[src/rtl/ps2_pkg.sv]
// rtl/ps2_pkg.sv - shared types and constants for the PS/2 host transmitter
package ps2_pkg;

  typedef enum logic [2:0] {
    IDLE,
    INHIBIT,
    REQ,
    SHIFT,
    WAIT_IDLE,
    FAIL
  } ps2_tx_state_e;

  localparam logic [1:0] ERR_NONE    = 2'd0;
  localparam logic [1:0] ERR_NACK    = 2'd1;
  localparam logic [1:0] ERR_TIMEOUT = 2'd2;

  // Default timing at a 50 MHz system clock
  localparam int DEF_INHIBIT_CYCLES = 5000;
  localparam int DEF_REQ_CYCLES     = 250;
  localparam int DEF_TIMEOUT_CYCLES = 1000000;

  localparam logic [7:0] CMD_SET_LEDS = 8'hED;
  localparam logic [7:0] CMD_ENABLE   = 8'hF4;
  localparam logic [7:0] CMD_RESET    = 8'hFF;

  // PS/2 frames carry odd parity: data bits plus parity bit hold an odd number of ones
  function automatic logic odd_parity(input logic [7:0] b);
    return ~^b;
  endfunction

endpackage

[src/rtl/ps2_sync_edge.sv]
// rtl/ps2_sync_edge.sv - two-flop synchronizer with registered falling-edge strobe
module ps2_sync_edge (
  input  logic clk_i,
  input  logic rst_ni,
  input  logic pin_i,
  output logic sync_o,
  output logic fall_o
);

  logic meta_q;
  logic sync_q;
  logic prev_q;
  logic fall_q;

  // Idle-high reset values so a released line never produces a spurious edge
  always_ff @(posedge clk_i or negedge rst_ni) begin
    if (!rst_ni) begin
      meta_q <= 1'b1;
      sync_q <= 1'b1;
      prev_q <= 1'b1;
      fall_q <= 1'b0;
    end else begin
      meta_q <= pin_i;
      sync_q <= meta_q;
      prev_q <= sync_q;
      fall_q <= prev_q & ~sync_q;
    end
  end

  assign sync_o = sync_q;
  assign fall_o = fall_q;

endmodule

[src/rtl/ps2_host_tx.sv]
// rtl/ps2_host_tx.sv - PS/2 host-to-device command byte transmitter
module ps2_host_tx
  import ps2_pkg::*;
#(
  parameter int INHIBIT_CYCLES = DEF_INHIBIT_CYCLES,
  parameter int REQ_CYCLES     = DEF_REQ_CYCLES,
  parameter int TIMEOUT_CYCLES = DEF_TIMEOUT_CYCLES
) (
  input  logic       CLOCK_50,
  input  logic       resetn,
  input  logic [7:0] cmd_data,
  input  logic       cmd_valid,
  output logic       cmd_ready,
  input  logic       ps2_clk_in,
  input  logic       ps2_dat_in,
  output logic       ps2_clk_oe,
  output logic       ps2_dat_oe,
  output logic       busy,
  output logic       done,
  output logic       error,
  output logic [1:0] err_code
);

  localparam int PH_MAX = (INHIBIT_CYCLES > REQ_CYCLES) ? INHIBIT_CYCLES : REQ_CYCLES;
  localparam int PW     = $clog2(PH_MAX);
  localparam int TW     = $clog2(TIMEOUT_CYCLES);
  localparam logic [PW-1:0] INH_LAST = PW'(INHIBIT_CYCLES - 1);
  localparam logic [PW-1:0] REQ_LAST = PW'(REQ_CYCLES - 1);
  localparam logic [TW-1:0] TMO_LAST = TW'(TIMEOUT_CYCLES - 1);

  ps2_tx_state_e state_q;
  logic [7:0]    data_q;
  logic          parity_q;
  logic [PW-1:0] phase_q;
  logic [TW-1:0] tmo_q;
  logic [3:0]    bit_q;
  logic          clk_oe_q;
  logic          dat_oe_q;
  logic          done_q;
  logic          error_q;
  logic [1:0]    err_code_q;
  logic          dat_meta_q;
  logic          dat_sync_q;
  logic          clk_sync;
  logic          clk_fall;

  ps2_sync_edge u_clk_sync (
    .clk_i  (CLOCK_50),
    .rst_ni (resetn),
    .pin_i  (ps2_clk_in),
    .sync_o (clk_sync),
    .fall_o (clk_fall)
  );

  // PS2_DAT only needs its level, so it gets the bare two-flop synchronizer
  always_ff @(posedge CLOCK_50 or negedge resetn) begin
    if (!resetn) begin
      dat_meta_q <= 1'b1;
      dat_sync_q <= 1'b1;
    end else begin
      dat_meta_q <= ps2_dat_in;
      dat_sync_q <= dat_meta_q;
    end
  end

  // Frame sequencer: inhibit, request-to-send, clocked shift, ACK and release
  always_ff @(posedge CLOCK_50 or negedge resetn) begin
    if (!resetn) begin
      state_q    <= IDLE;
      data_q     <= '0;
      parity_q   <= 1'b0;
      phase_q    <= '0;
      tmo_q      <= '0;
      bit_q      <= '0;
      clk_oe_q   <= 1'b0;
      dat_oe_q   <= 1'b0;
      done_q     <= 1'b0;
      error_q    <= 1'b0;
      err_code_q <= ERR_NONE;
    end else begin
      done_q  <= 1'b0;
      error_q <= 1'b0;
      unique case (state_q)
        IDLE: begin
          if (cmd_valid) begin
            data_q     <= cmd_data;
            parity_q   <= odd_parity(cmd_data);
            phase_q    <= '0;
            err_code_q <= ERR_NONE;
            clk_oe_q   <= 1'b1;
            state_q    <= INHIBIT;
          end
        end
        INHIBIT: begin
          if (phase_q == INH_LAST) begin
            phase_q  <= '0;
            dat_oe_q <= 1'b1;
            state_q  <= REQ;
          end else begin
            phase_q <= phase_q + 1'b1;
          end
        end
        REQ: begin
          tmo_q <= '0;
          bit_q <= '0;
          if (phase_q == REQ_LAST) begin
            clk_oe_q <= 1'b0;
            state_q  <= SHIFT;
          end else begin
            phase_q <= phase_q + 1'b1;
          end
        end
        SHIFT: begin
          if (tmo_q == TMO_LAST) begin
            clk_oe_q   <= 1'b0;
            dat_oe_q   <= 1'b0;
            error_q    <= 1'b1;
            err_code_q <= ERR_TIMEOUT;
            state_q    <= FAIL;
          end else begin
            tmo_q <= tmo_q + 1'b1;
            if (clk_fall) begin
              if (bit_q < 4'd8) begin
                dat_oe_q <= ~data_q[bit_q[2:0]];
              end else if (bit_q == 4'd8) begin
                dat_oe_q <= ~parity_q;
              end else if (bit_q == 4'd9) begin
                dat_oe_q <= 1'b0;
              end
              if (bit_q == 4'd10) begin
                if (dat_sync_q) begin
                  error_q    <= 1'b1;
                  err_code_q <= ERR_NACK;
                  dat_oe_q   <= 1'b0;
                  state_q    <= FAIL;
                end else begin
                  state_q <= WAIT_IDLE;
                end
              end else begin
                bit_q <= bit_q + 1'b1;
              end
            end
          end
        end
        WAIT_IDLE: begin
          // done is raised here and held one cycle so cmd_ready follows the pulse
          if (done_q) begin
            state_q <= IDLE;
          end else if (tmo_q == TMO_LAST) begin
            clk_oe_q   <= 1'b0;
            dat_oe_q   <= 1'b0;
            error_q    <= 1'b1;
            err_code_q <= ERR_TIMEOUT;
            state_q    <= FAIL;
          end else begin
            tmo_q <= tmo_q + 1'b1;
            if (clk_sync && dat_sync_q) begin
              done_q <= 1'b1;
            end
          end
        end
        FAIL: begin
          state_q <= IDLE;
        end
        default: begin
          state_q <= IDLE;
        end
      endcase
    end
  end

  assign cmd_ready  = (state_q == IDLE);
  assign busy       = (state_q != IDLE);
  assign ps2_clk_oe = clk_oe_q;
  assign ps2_dat_oe = dat_oe_q;
  assign done       = done_q;
  assign error      = error_q;
  assign err_code   = err_code_q;

endmodule

[config.mk]
export PLATFORM = sky130hd
export DESIGN_NAME = ps2_host_tx
export DESIGN_NICKNAME = d
export VERILOG_FILES = /design/src/rtl/ps2_pkg.sv /design/src/rtl/ps2_sync_edge.sv /design/src/rtl/ps2_host_tx.sv
export SDC_FILE = /design/constraint.sdc
export NUM_CORES = 1
export LEC_CHECK = 0
export ABC_AREA = 1
export CORE_UTILIZATION = 54
export DETAILED_ROUTE_END_ITERATION = 10
export HOLD_SLACK_MARGIN = 0.12
export PLACE_DENSITY_LB_ADDON = 0.1
export SLEW_MARGIN = 30
export SYNTH_ARGS = -nofsm -noshare
export SYNTH_HDL_FRONTEND = slang
export SYNTH_SLANG_ARGS = --single-unit
[constraint.sdc]
create_clock -name CLOCK_50 -period 1.58 [get_ports CLOCK_50]
set_input_delay 0.316 -clock CLOCK_50 [delete_from_list [all_inputs] [get_ports CLOCK_50]]
set_output_delay 0.316 -clock CLOCK_50 [all_outputs]
set_load 0.02 [all_outputs]
==> flow_metrics.py <==
metrics = {
    "clock_tree": {
        "clkTransAtPathRegs_ns": 0.07,
        "cts_htree_levels": 3,
        "cts_buffers": 9,
        "root_buffer": "clkbuf_8",
        "cts.sinks": 61,
        "insertion_delay_ns": 0.34,
        "tritoncts": "yes",
        "clockBufferDepth": 2,
    },
    "die": {
        "core_um2": 6790,
        "dieArea_um2": 7410,
        "ioPinCount": 21,
        "start_util": 0.562,
        "rows": 30,
        "fp.dieH_um": 86.1,
        "die_w_um": 86.1,
    },
    "logic_synthesis": {
        "synth_top_area_frac": 0.367,
        "syn_avg_cell_area_um2": 7.41,
        "synth-adder-area-share": 0.0229,
        "syn_nets": 535,
        "synth_top_family_by_area": "simple AND/OR/NAND/NOR gates",
        "synth_area_leader_cell": "dfrtp_1",
        "synth.distinct_cells": 35,
        "muxShareOfSynthArea": 0.0206,
        "synth_xor_area_frac": 0.0528,
        "netlist_area_um2": 3820,
        "synthArstFlopShare": 1.00,
        "ys_ff_latch": 61,
        "synth_compound_area_frac": 0.106,
        "ys.flop_type": "dfrtp_1",
        "yosysMostFrequentCell": "nand2_1",
        "synth_edf_count": 0,
        "synthTopCellsByArea": "dfrtp_1 37%, nand2_1 13%, nor2_1 6.3%, nand3_1 6.2%, inv_1 5.5%",
        "synth_warnings": 0,
        "synthTopCellsByCount": "132 x nand2_1, 64 x nor2_1, 56 x dfrtp_1, 56 x inv_1, 47 x nand3_1",
        "seq_area_frac_synth": 0.401,
        "postSynthCellCount": 515,
        "synthSimpleGateAreaFrac": 0.320,
    },
    "timing": {
        "fin_crit_sh": 1.11,
        "tightest_slew_ns": 0.519,
        "fmax_mhz": 570,
        "max_slew_margin": 0.654,
        "hold_viol": 0,
        "fin_worst_skew_ns": 0.00664,
        "finalCriticalPeriod_ns": 1.75,
        "rsz0062_at_grt": "yes",
        "finalWorstSetupSlack_ns": -0.173,
        "finalMaxSlewViolations": 0,
        "setup_viol": 39,
    },
    "status": {
        "failed_checks": "setup timing",
        "status": "complete, but fails checks",
    },
    "detailed_routing": {
        "viasPerCell": 5.70,
        "vias": 4244,
        "wirelength_um": 12500,
        "ant_nets": 0,
        "first_pass_iters": 5,
        "drt-initial-drc-count": 344,
        "drcViolationCount": 0,
        "post_drt_wl_per_cell_um": 16.8,
    },
    "cells_and_area": {
        "fin_area_um2": 5580,
        "syn2layout_area_growth_pct": 46.2,
        "num-nets-final": 664,
        "diodes": 0,
        "drive_above_1_share": 0.381,
        "finalCoreUtilization": 0.822,
    },
    "global_route": {
        "grt_max_degree": 42,
        "grt_usage": 0.317,
        "antenna_found_initial": 0,
        "grt_pass1_wl_um": 18100,
        "grt_overflow": 0,
        "grt_pass1_vias": 3888,
    },
    "power_and_ir_drop": {
        "ir_drop_mv": 1.13,
        "powerDensity_nw_per_um2": 1430,
        "power_w": 0.00797,
        "p_leak_nw": 2.59,
    },
    "setup_path": {
        "rr_endpoint": "tmo_q[4]",
        "path_class": "flop to flop",
        "cp-start-kind": "flop",
        "cpPeakStageDelay_ns": 0.43,
        "reg2regPathDepth": 11,
        "critPathArrivalTime_ns": 2.02,
        "path_max_fanout": 5,
        "cp.required_ns": 1.85,
        "path_cells": "buf_4 -> nor2_1 -> nand2_2 -> inv_2 -> o21ai_0 -> inv_1 -> o21ai_4 -> buf_6 -> inv_6 -> nand2_1 -> a21oi_1",
        "crit_slowest_cell": "dfrtp_1",
        "reg2reg_slack_ns": -0.17,
        "critical_path_buf_inv_count": 5,
        "crit-reg2reg-launch": "state_q[0]",
        "crit_path_end_kind": "flop",
        "cp_top_family": "buffers and inverters",
    },
    "placed_design": {
        "gp_congestion": 0.913,
        "placed_area_um2": 4680,
        "dp_hpwl_um": 7310,
        "dp_slack_ns": -0.141,
        "port_buffers": 20,
    },
    "hold_path": {
        "worstHoldPathCells": 0,
        "hold_class": "flop to flop",
        "hp-start": "u_clk_sync.meta_q",
        "hold_end": "u_clk_sync.sync_o",
    },
    "run": {
        "maxCapViolations": 0,
    },
}
-- logic make-up (layout without fill, tap and decap cells) --
group           count (synthesis)  in the layout
buf+inv                        67            201
mux                             7              7
compound gates                 66             66
fa+ha+maj                       7              7
flops                          61             61
xor+xnor                       23             23
simple gates                  284            284
-- layout by cell type, fill, tap and decap left out, types with 13 or more instances in the layout --
cell type	count
nand2_1	103
o21ai_1	14
dfrtp_1	55
nand3_1	35
inv_1	43
nand4_1	15
inv_2	13
o21ai_2	16
nand2_2	23
xor2_1	16
buf_4	93
nor2_1	47
-- sequential cells by signal, indices dropped and copies added (netlist names) --
register / flops
err_code: 2
error: 1
u_clk_sync.meta_q: 1
dat_meta_q: 1
u_clk_sync.sync_o: 1
dat_sync_q: 1
tmo_q: 20
data_q: 8
bit_q: 4
done: 1
u_clk_sync.fall_o: 1
ps2_dat_oe: 1
phase_q: 13
state_q: 3
ps2_clk_oe: 1
u_clk_sync.prev_q: 1
parity_q: 1
-- stage by stage --
stage / hold WS [ns] / setup TNS (ns) / instances
floorplan: 0.0204 / -1.61 / 515
global placement: 0.314 / -0.932 / 699
detailed placement: 0.322 / -2.52 / 699
CTS: 0.358 / -1.54 / 735
global route: 0.361 / -7.52 / 745
finish: 0.357 / -3.56 / 745
-- how the worst max path moves through the flow --
stage,start,to,slack [ns],cells past startpoint
2_1_floorplan,tmo_q[0],tmo_q[12],-0.13,11
3_3_place_gp,tmo_q[0],err_code[1],-0.12,10
3_5_place_dp,tmo_q[0],tmo_q[5],-0.14,10
4_1_cts,tmo_q[1],tmo_q[12],-0.11,11
5_1_grt,phase_q[5],phase_q[11],-0.29,6
6_report,state_q[0],tmo_q[4],-0.17,11
-- where the power goes --
| group | switching (W) | leakage [nW] | total [W] | internal, W |
|---|---|---|---|---|
| Clock | 0.000663 | 0.116 | 0.00163 | 0.000971 |
| Sequential | 0.000225 | 0.798 | 0.00207 | 0.00185 |
| Combinational | 0.00251 | 1.68 | 0.00426 | 0.00175 |
| Total | 0.00340 | 2.59 | 0.00797 | 0.00457 |
-- worst reg2reg max path: stages (launching register included) --
cell and delay, ns:
dfrtp_1 0.43, buf_4 0.16, nor2_1 0.14, nand2_2 0.09, inv_2 0.09, o21ai_0 0.10, inv_1 0.16, o21ai_4 0.12
buf_6 0.16, inv_6 0.08, nand2_1 0.05, a21oi_1 0.11
-- area by class of cell --
class	count	area, um^2
well taps	96	120
multi-input cells	387	2410
flip-flops and latches	61	1530
clock inverters	4	70.1
fillers	391	1210
repair inverters	2	20.0
clock buffers	12	155
repair buffers	124	1040
inverters	59	234
-- routing by layer --
| metal | GRT usage | wire length [um] |
|---|---|---|
| met1 | 0.427 | 5110 |
| met5 | 0 | 0 |
| met3 | 0.0529 | 922 |
| met2 | 0.509 | 5980 |
| met4 | 0.127 | 488 |
-- repair_timing --
action,4_1_cts,5_1_grt
buffers inserted,16,10
hold endpoints to repair,15,0
gates cloned,3,0
hold buffers,1,0
gates resized for setup,77,76
endpoints found under the setup margin,45,47
pin swaps,14,16
(Power assumes the default switching activity.)
